$ cat src/rtl/edm_pkg.sv
// Shared EDM definitions: state codes published to the breakdown detector, timer width, helpers.
package edm_pkg;

  localparam int TIMER_W = 16;

  localparam logic [7:0] S_IDLE           = 8'h00;
  localparam logic [7:0] S_WAIT_BREAKDOWN = 8'h01;
  localparam logic [7:0] S_DISCHARGE      = 8'h02;
  localparam logic [7:0] S_DEION          = 8'h04;

  typedef enum logic [7:0] {
    ST_IDLE      = S_IDLE,
    ST_WAIT      = S_WAIT_BREAKDOWN,
    ST_DISCHARGE = S_DISCHARGE,
    ST_DEION     = S_DEION
  } state_t;

  // A zero-length phase still has to occupy one cycle.
  function automatic logic [TIMER_W-1:0] at_least_one(input logic [TIMER_W-1:0] v);
    return (v == '0) ? TIMER_W'(1) : v;
  endfunction

endpackage

$ cat src/rtl/discharge_timer.sv
// Loadable saturating count-up timer; expired when count >= limit-1.
// Latency: expired is combinational from the registered count; no backpressure.
// Load wins over clear, clear wins over run; the count holds at all-ones.
module discharge_timer
  import edm_pkg::*;
(
  input  logic               clk,
  input  logic               rst,
  input  logic               load,
  input  logic [TIMER_W-1:0] limit,
  input  logic               clear,
  input  logic               run,
  output logic               expired
);

  logic [TIMER_W-1:0] count;
  logic [TIMER_W-1:0] limit_q;

  always_ff @(posedge clk) begin
    if (rst) begin
      count   <= '0;
      limit_q <= '0;
    end else if (load) begin
      count   <= '0;
      limit_q <= limit;
    end else if (clear) begin
      count <= '0;
    end else if (run && (count != '1)) begin
      count <= count + TIMER_W'(1);
    end
  end

  // Extra bit keeps limit 0 from underflowing; it reads as already expired.
  assign expired = ({1'b0, count} + (TIMER_W+1)'(1)) >= {1'b0, limit_q};

endmodule

$ cat src/rtl/discharge_pulse_fsm.sv
// EDM pulse sequencer: WAIT_BREAKDOWN -> DISCHARGE -> DEION; optional stats via DISCHARGE_PULSE_STATS_EN.
// Latency: state, mosfet_on and strobes are registered, one cycle after the deciding edge.
// No backpressure: strobes are single-cycle and must be consumed when seen.
module discharge_pulse_fsm
  import edm_pkg::*;
#(
  parameter logic signed [15:0] SHORT_THRESHOLD_VOL  = 16'sd3,
  parameter logic        [15:0] SHORT_THRESHOLD_TIME = 16'd20
) (
  input  logic               clk,
  input  logic               rst,
  input  logic               enable,
  input  logic [15:0]        on_time_cycles,
  input  logic [15:0]        off_time_cycles,
  input  logic [15:0]        wait_timeout_cycles,
  input  logic               is_breakdown,
  input  logic signed [15:0] sample_voltage,
  output logic [7:0]         current_state,
  output logic               mosfet_on,
  output logic               pulse_done,
  output logic               open_timeout,
  output logic               short_detect
`ifdef DISCHARGE_PULSE_STATS_EN
  ,
  output logic [31:0]        pulse_count,
  output logic [31:0]        timeout_count
`endif
);

  state_t             state_q, state_d;
  logic [TIMER_W-1:0] on_lat, off_lat, wto_lat, short_cnt;
  logic               pulse_done_d, open_timeout_d, short_detect_d;
  logic               enter_wait, short_now, short_hit;
  logic               phase_load, phase_clear, phase_run, phase_expired;
  logic [TIMER_W-1:0] phase_limit;
  logic               wait_clear, wait_run, wait_expired;

  assign current_state = state_q;
  assign short_now     = sample_voltage < SHORT_THRESHOLD_VOL;
  assign short_hit     = short_now &&
                         (({1'b0, short_cnt} + 17'd1) >= {1'b0, SHORT_THRESHOLD_TIME});

  always_comb begin
    state_d        = state_q;
    pulse_done_d   = 1'b0;
    open_timeout_d = 1'b0;
    short_detect_d = 1'b0;
    unique case (state_q)
      ST_IDLE: if (enable) state_d = ST_WAIT;
      ST_WAIT: begin
        if (!enable) begin
          state_d = ST_DEION;
        end else if (is_breakdown) begin
          state_d = ST_DISCHARGE;
        end else if (short_hit) begin
          state_d        = ST_DEION;
          short_detect_d = 1'b1;
        end else if ((wto_lat != '0) && wait_expired) begin
          state_d        = ST_DEION;
          open_timeout_d = 1'b1;
        end
      end
      ST_DISCHARGE: begin
        if (!enable) begin
          state_d = ST_DEION;
        end else if (phase_expired) begin
          state_d      = ST_DEION;
          pulse_done_d = 1'b1;
        end
      end
      ST_DEION: if (phase_expired) state_d = enable ? ST_WAIT : ST_IDLE;
      default:  state_d = ST_IDLE;
    endcase

    enter_wait  = (state_d == ST_WAIT) && (state_q != ST_WAIT);
    phase_load  = (state_d != state_q) &&
                  ((state_d == ST_DISCHARGE) || (state_d == ST_DEION));
    phase_limit = (state_d == ST_DISCHARGE) ? at_least_one(on_lat) : at_least_one(off_lat);
    phase_clear = (state_q == ST_IDLE);
    phase_run   = (state_q == ST_DISCHARGE) || (state_q == ST_DEION);
    wait_clear  = (state_d != ST_WAIT);
    wait_run    = (state_q == ST_WAIT);
  end

  always_ff @(posedge clk) begin
    if (rst) begin
      state_q      <= ST_IDLE;
      mosfet_on    <= 1'b0;
      pulse_done   <= 1'b0;
      open_timeout <= 1'b0;
      short_detect <= 1'b0;
      on_lat       <= '0;
      off_lat      <= '0;
      wto_lat      <= '0;
      short_cnt    <= '0;
    end else begin
      state_q      <= state_d;
      mosfet_on    <= (state_d == ST_WAIT) || (state_d == ST_DISCHARGE);
      pulse_done   <= pulse_done_d;
      open_timeout <= open_timeout_d;
      short_detect <= short_detect_d;
      if (enter_wait) begin
        on_lat  <= on_time_cycles;
        off_lat <= off_time_cycles;
        wto_lat <= wait_timeout_cycles;
      end
      if ((state_q == ST_WAIT) && (state_d == ST_WAIT) && short_now)
        short_cnt <= (short_cnt == '1) ? short_cnt : short_cnt + TIMER_W'(1);
      else
        short_cnt <= '0;
    end
  end

  discharge_timer u_phase_timer (
    .clk     (clk),
    .rst     (rst),
    .load    (phase_load),
    .limit   (phase_limit),
    .clear   (phase_clear),
    .run     (phase_run),
    .expired (phase_expired)
  );

  // Loaded straight from the input on WAIT entry, the same edge wto_lat latches.
  discharge_timer u_wait_timer (
    .clk     (clk),
    .rst     (rst),
    .load    (enter_wait),
    .limit   (wait_timeout_cycles),
    .clear   (wait_clear),
    .run     (wait_run),
    .expired (wait_expired)
  );

`ifdef DISCHARGE_PULSE_STATS_EN
  always_ff @(posedge clk) begin
    if (rst) begin
      pulse_count   <= '0;
      timeout_count <= '0;
    end else begin
      if (pulse_done_d)   pulse_count   <= pulse_count + 32'd1;
      if (open_timeout_d) timeout_count <= timeout_count + 32'd1;
    end
  end
`endif

endmodule

$ cat config.mk
export PLATFORM = sky130hd
export DESIGN_NAME = discharge_pulse_fsm
export DESIGN_NICKNAME = d
export VERILOG_FILES = /design/src/rtl/edm_pkg.sv /design/src/rtl/discharge_timer.sv /design/src/rtl/discharge_pulse_fsm.sv
export SDC_FILE = /design/constraint.sdc
export NUM_CORES = 1
export LEC_CHECK = 0
export BUFFER_PORTS_ARGS = -buffer_cell sky130_fd_sc_hd__buf_2
export CORE_MARGIN = 4
export CORE_UTILIZATION = 33
export CTS_BUF_LIST = sky130_fd_sc_hd__clkbuf_4 sky130_fd_sc_hd__clkbuf_8
export CTS_CLUSTER_DIAMETER = 60
export DETAILED_ROUTE_END_ITERATION = 8
export MAX_ROUTING_LAYER = met4
export PLACE_DENSITY_LB_ADDON = 0.05
export SYNTH_ARGS = -nofsm -noshare
export SYNTH_HDL_FRONTEND = slang
export SYNTH_HIERARCHICAL = 1
export SYNTH_SLANG_ARGS = --single-unit
$ cat constraint.sdc
create_clock -name clk -period 4.6 [get_ports clk]
set_input_delay 0.46 -clock clk [delete_from_list [all_inputs] [get_ports clk]]
set_output_delay 0.46 -clock clk [all_outputs]
set_load 0.03 [all_outputs]
# Word level (Yosys, flattened, before mapping)
# Index checks and enable logic that the tools add are counted.
[word_totals]
out_inout_bits = 12
wordCells = 75
regBits = 124
inputBits = 68
[op_classes]
n_eq_ne = 12
mux = 16
n_reduce_logical = 21
add_sub_neg = 6
n_bitwise = 4
magnitude_cmp = 4
[op_table]
columns = ["operator", "n"]
rows = [
  ["8-bit two-way mux", 8],
  ["16-bit by 1-bit adder with 17-bit output, second input constant", 3],
  ["16-bit by 1-bit adder with 16-bit output, second input constant", 3],
  ["16-bit two-way mux", 3],
  ["17-bit by 16-bit greater-or-equal comparator with 1-bit output", 2],
  ["16-bit zero test", 2],
  ["16-bit != test, second input constant", 2],
  ["8-bit case mux with 4 select lines", 1],
  ["17-bit by 5-bit greater-or-equal comparator with 1-bit output, second input constant", 1],
  ["16-bit == test, second input constant", 1],
  ["8-bit by 1-bit == test with 1-bit output, second input constant", 2],
  ["8-bit by 2-bit == test with 1-bit output, second input constant", 2],
  ["8-bit by 3-bit == test with 1-bit output, second input constant", 2],
  ["16-bit by 3-bit less-than comparator with 1-bit output, second input constant", 1],
  ["8-bit by 1-bit != test with 1-bit output, second input constant", 2],
  ["16-bit nonzero test", 1],
  ["3-bit OR reduction", 3],
  ["1-bit logical AND", 8],
  ["8-bit zero test", 1],
  ["8-bit != test", 1],
  ["5-bit OR reduction", 1],
  ["1-bit two-way mux", 4],
  ["1-bit NOT", 4],
  ["4-bit OR reduction", 1],
  ["other kinds (2)", 4],
]

# Depth between registers and ports, before layout
[logic_depth]
ltp_word = 13
ltp_mapped = 21
ltp_nobuf = 17

# By module
# The synthesis kept the hierarchy.
[by_module_without_submodules]
columns = ["module", "area_each_um2", "seq_area_each_um2", "cells_each", "instances"]
rows = [
  ["discharge_timer", 1959.4, 640.6, 224, 2],
  ["discharge_pulse_fsm", 3194.3, 1521.5, 386, 1],
]

# Worst setup path before layout
# Ideal clock, no wire load.
[synth_timing]
path_kind = "reg2reg"
startpoint = "register u_phase_timer.count[0]"
endpoint = "register u_phase_timer.count[0]"
setup_time_ns = 0.129
path_slack_ns = 0.246
required_time_ns = 4.471
period_less_slack_ns = 4.354
path_stages_with_launch = 22
arrival_time_ns = 4.225
n_path_buf = 4
cell_sequence = "dfxtp_1 ha_1 nand3_1 clkbuf_1 nor2_1 nand2_1 xnor2_1 ha_1 nand4_1 o41ai_1 a221oi_1 o311ai_0 o21ai_0 o22ai_1 nand2b_1 and4_1 a21oi_1 clkbuf_1 or3_1 clkbuf_1 clkbuf_1 nor2_1"
[synth_between]
elab_chain_len = 9
elab_cells_between_ends = 15
classes_between = "add/sub: 2; order compare: 1; eq/ne: 4; mux: 4; reduce/logical: 4"
[synth_rtl]
columns = ["element", "line", "text"]
rows = [
  ["start: declaration", "discharge_timer.sv:16", "logic [TIMER_W-1:0] count;"],
  ["start signal: assignment", "discharge_timer.sv:29", "count <= count + TIMER_W'(1);"],
  ["16-bit by 1-bit adder with 17-bit output (*)", "discharge_timer.sv:34", "assign expired = ({1'b0, count} + (TIMER_W+1)'(1)) >= {1'b0, limit_q};"],
  ["17-bit by 16-bit greater-or-equal comparator with 1-bit output (*)", "discharge_timer.sv:34", ""],
  ["net phase_expired", "discharge_pulse_fsm.sv:34", "logic phase_load, phase_clear, phase_run, phase_expired;"],
  ["8-bit two-way mux", "discharge_pulse_fsm.sv:66", "end else if (phase_expired) begin"],
  ["8-bit two-way mux", "discharge_pulse_fsm.sv:64", "if (!enable) begin"],
  ["8-bit case mux with 4 select lines (*)", "discharge_pulse_fsm.sv:48", "unique case (state_q)"],
  ["8-bit by 2-bit == test with 1-bit output or 8-bit by 3-bit == test with 1-bit output (tied branches)", "discharge_pulse_fsm.sv:77", "((state_d == ST_DISCHARGE) || (state_d == ST_DEION));"],
  ["1-bit logical OR", "discharge_pulse_fsm.sv:77", ""],
  ["1-bit logical AND (*)", "discharge_pulse_fsm.sv:76", "phase_load = (state_d != state_q) &&"],
  ["net phase_load", "discharge_pulse_fsm.sv:34", ""],
  ["3-bit OR reduction (no source line) (*)", "n/a", ""],
]
# Mark *: on every way through the listed nets, which the timed path passes. The rest lies on a longest branch.
# A chain may end at the register's enable or synchronous reset.

# Final worst setup path
[layout_timing]
startpoint = "register u_phase_timer.count[0]"
endpoint = "register u_phase_timer.count[13]"
# Same word-level chain as after synthesis.

==> qor.txt <==
final worst-path cycle share -> 90.7%
H-Tree Depth -> 4
CTS tree -> yes
Slew @ Worst Pin -> 1.20 ns
Critical Path RT -> 4.95 ns
I/O pin count -> 80
Avg Vias per Cell -> 4.96
GP Congestion -> 0.854
Die Span X -> 155 µm
Logic pwr share -> 4.1%
initial antenna violation count -> 0
Crit path arrival time -> 4.52 ns
sequential share of power -> 50.1%
combinational family with the most area after synthesis -> simple AND/OR/NAND/NOR gates
drt pass-1 iters -> 4
synth warn -> 6
Placed Area -> 7780 µm²
Pwr Density -> 297 nW/µm²
flops & latches, synth -> 140
fmax -> 240 MHz
CTS clock-pin slew for the worst setup and hold paths -> 0.09 ns
diode count -> 0
minimum clock period -> 4.17 ns
Worst R2R Setup Slack -> 0.43 ns
Residual DRC -> 0
via count -> 5966
GRT Total Usage -> 15.5%
Synth Area per Inst -> 8.53 µm²
Crit path top cell by count -> ha_1
first-pass GRT wire length -> 29500 µm
Post-Synth Adder-Cell Area -> 6.33%
CP max stage delay -> 0.49 ns
Die Y -> 155 µm
Worst Reg-to-Reg Cells -> 16
Area Growth Syn to Fin -> 16.2%
grt ovf -> 0
Post-Synthesis Cells -> 834
# Max-Cap Violations -> 0
status -> completed
worst-path cell chain -> ha_1 > nand3_2 > or3_1 > xnor2_1 > ha_1 > nand4_1 > o41ai_2 > a221oi_1 > o311ai_1 > o21ai_0 > o22ai_1 > nand2b_1 > and4_1 > a21oi_2 > or3_4 > a311oi_1
Hold Vio Cnt, Final -> 0
pre-CTS setup slack -> 0.0777 ns
r2r endpoint -> u_phase_timer/count[13]$_SDFFE_PP0P_
Worst VDD drop -> 0.000173 V
largest net degree at the start of global routing -> 81
Die ar. -> 24000 µm²
Post-Synth XOR/XNOR Area -> 4.56%
Pleak -> 0.00301 µW
largest cells by area after synthesis -> dfxtp_1 39%, nand2_1 6.4%, ha_1 6.3%, a21oi_1 6.1%, mux2i_1 5.3%
layout cell share with drive strength beyond 1 -> 17.0%
Fin Setup TNS -> 0 ns
number of synthesized flops with an enable pin -> 0
Non-Filler Instances -> 1203
Core ar. -> 21100 µm²
switching share of power -> 23.8%
fin area -> 8270 µm²
Max FO, Critical Path -> 16
setup ws final -> 0.429 ns
RSZ-0062 raised after global routing -> false
clock share of power -> 45.8%
vias in the first global route -> 5889
compound-cell area share of the yosys netlist -> 14.4%
CP endpoint kind -> register
crit path launch -> u_phase_timer/count[0]$_SDFFE_PP0P_
most frequent cells after synthesis -> 140 x dfxtp_1, 121 x nand2_1, 86 x a21oi_1
FILL cells -> 2204
Cell Int Power -> 1870 µW
CP Class -> reg -> reg
Synth top area share -> 39.4%
Crit Reg-Reg Startpoint -> u_phase_timer/count[0]$_SDFFE_PP0P_
relative max-transition margin -> 19.5%
post-synthesis mux area share -> 6.77%
Post-Synth Simple-Gate Area -> 23.1%
starting density of the core -> 33.7%
clock buffer depth -> 2
nets -> 1019
Buffers on Ports -> 79
sequential share of the synthesized area -> 39.4%
Routed wire per std cell -> 14.7 µm
drt first-iter violations -> 259
Critical Path Start Type -> register
Num CTS Buffers -> 17
Site Rows -> 53
clock sink count -> 140
total wire length -> 17700 µm
Main synth FF type -> dfxtp_1
largest area contributor in the netlist -> dfxtp_1
setup repair bufs after CTS -> 0
clock skew -> 0.0166 ns
clock tree root buffer cell -> clkbuf_8
ys async rst share -> 0%
hold crit path type -> in -> reg
Setup Viol. Count Final -> 0
post-synthesis cell area -> 7110 µm²
dpl cells -> 1171
P_sw -> 585 µW
Clock Latency Late Sink -> 0.45 ns
Netlist cell types -> 57
DRT antenna net count -> 0
CP Capture Point -> u_phase_timer/count[13]$_SDFFE_PP0P_
Final Max Tran Viols -> 0
top-count cell post-synth -> dfxtp_1
slowest CP cell -> or3_4
HPWL Detailed -> 13100 µm
worst min-delay path by stage:
stage                              from                       end  slack [ns]  cells after the start
3_5_place_dp   wto_lat[15]$_SDFFE_PP0P_  wto_lat[15]$_SDFFE_PP0P_        0.45                      2
2_1_floorplan  wto_lat[13]$_SDFFE_PP0P_  wto_lat[13]$_SDFFE_PP0P_        0.44                      2
5_1_grt               on_time_cycles[5]    on_lat[5]$_SDFFE_PP0P_        0.20                      3
6_report              on_time_cycles[3]    on_lat[3]$_SDFFE_PP0P_        0.25                      3
4_1_cts              on_time_cycles[10]   on_lat[10]$_SDFFE_PP0P_        0.20                      3
3_3_place_gp   wto_lat[15]$_SDFFE_PP0P_  wto_lat[15]$_SDFFE_PP0P_        0.44                      2
final cells by class:
type                       count  area, µm²  share of cell area, %
multi-input combinational    621       4020                   48.7
inverter                      46        173                   2.09
clock buffer                  18        241                   2.92
tap                          275        344                   4.16
sequential                   140       2800                   33.9
clock inverter                14        209                   2.53
timing repair buffer          89        474                   5.74
cell usage in the layout (no fill, tap or decap), types with 18 or more instances in the layout:
master	instances
dfxtp_1	140
nand2_1	121
a21oi_1	85
buf_2	79
nor2_1	62
inv_1	45
mux2i_1	38
ha_1	36
xnor2_1	26
nor4_1	23
nand4_1	20
or3_1	20
o21ai_1	18
logic make-up (layout without fill, tap and decap cells):
family	after synthesis	count (layout)
multiplexers	47	47
flip-flops	140	140
AO/OA/AOI/OAI	162	162
AND/OR/NAND/NOR	323	323
adder cells (fa/ha/maj)	36	36
XOR/XNOR	37	37
buffers and inverters	88	167
other	1	16
repair_timing:
item,in CTS,in global routing
resized for setup,0,8
hold endpoints to repair,0,0
hold buffers,0,0
setup endpoints to repair,0,109
per-stage QoR:
| stage | power, µW | util (%) | hold WS [ns] |
|---|---|---|---|
| 6_report | 2460 | 39.2 | 0.246 |
| 5_1_grt | 2570 | 39.2 | 0.202 |
| 4_1_cts | 2500 | 39.0 | 0.200 |
| 3_5_place_dp | 1360 | 36.9 | 0.448 |
| 3_3_place_gp | 1360 | 36.9 | 0.445 |
| 2_1_floorplan | 1310 | - | 0.436 |
sequential cells by signal, indices dropped and copies added (netlist names):
name                   cells
off_lat                   16
on_lat                    16
short_cnt                 16
u_phase_timer/count       16
u_phase_timer/limit_q     16
u_wait_timer/count        16
u_wait_timer/limit_q      16
wto_lat                   16
current_state              8
mosfet_on                  1
open_timeout               1
pulse_done                 1
short_detect               1
metal layers:
metal	global-route usage, %	routed length (µm)	vias up
li1	-	-	3109
met4	4.84	81	0
met1	21.9	9430	2751
met5	-	0	-
met2	22.4	7540	102
met3	3.05	654	4
power groups by stage:
stage / Clock, µW / Combinational [µW] / Sequential [µW]
floorplan: 0 / 48.1 / 1260
global placement: 0 / 97.9 / 1260
detailed placement: 0 / 99.8 / 1260
CTS: 1170 / 100 / 1230
global route: 1230 / 112 / 1230
finish: 1130 / 101 / 1230
worst max-delay path, delay by kind of cell, from the launching register on:
kind,cells,cell delay [ns]
compound gates,7,1.27
fa+ha+maj,2,0.56
simple gates,6,1.54
xor+xnor,1,0.25
flops,1,0.43
No activity file was read; power rests on OpenSTA's default activity.
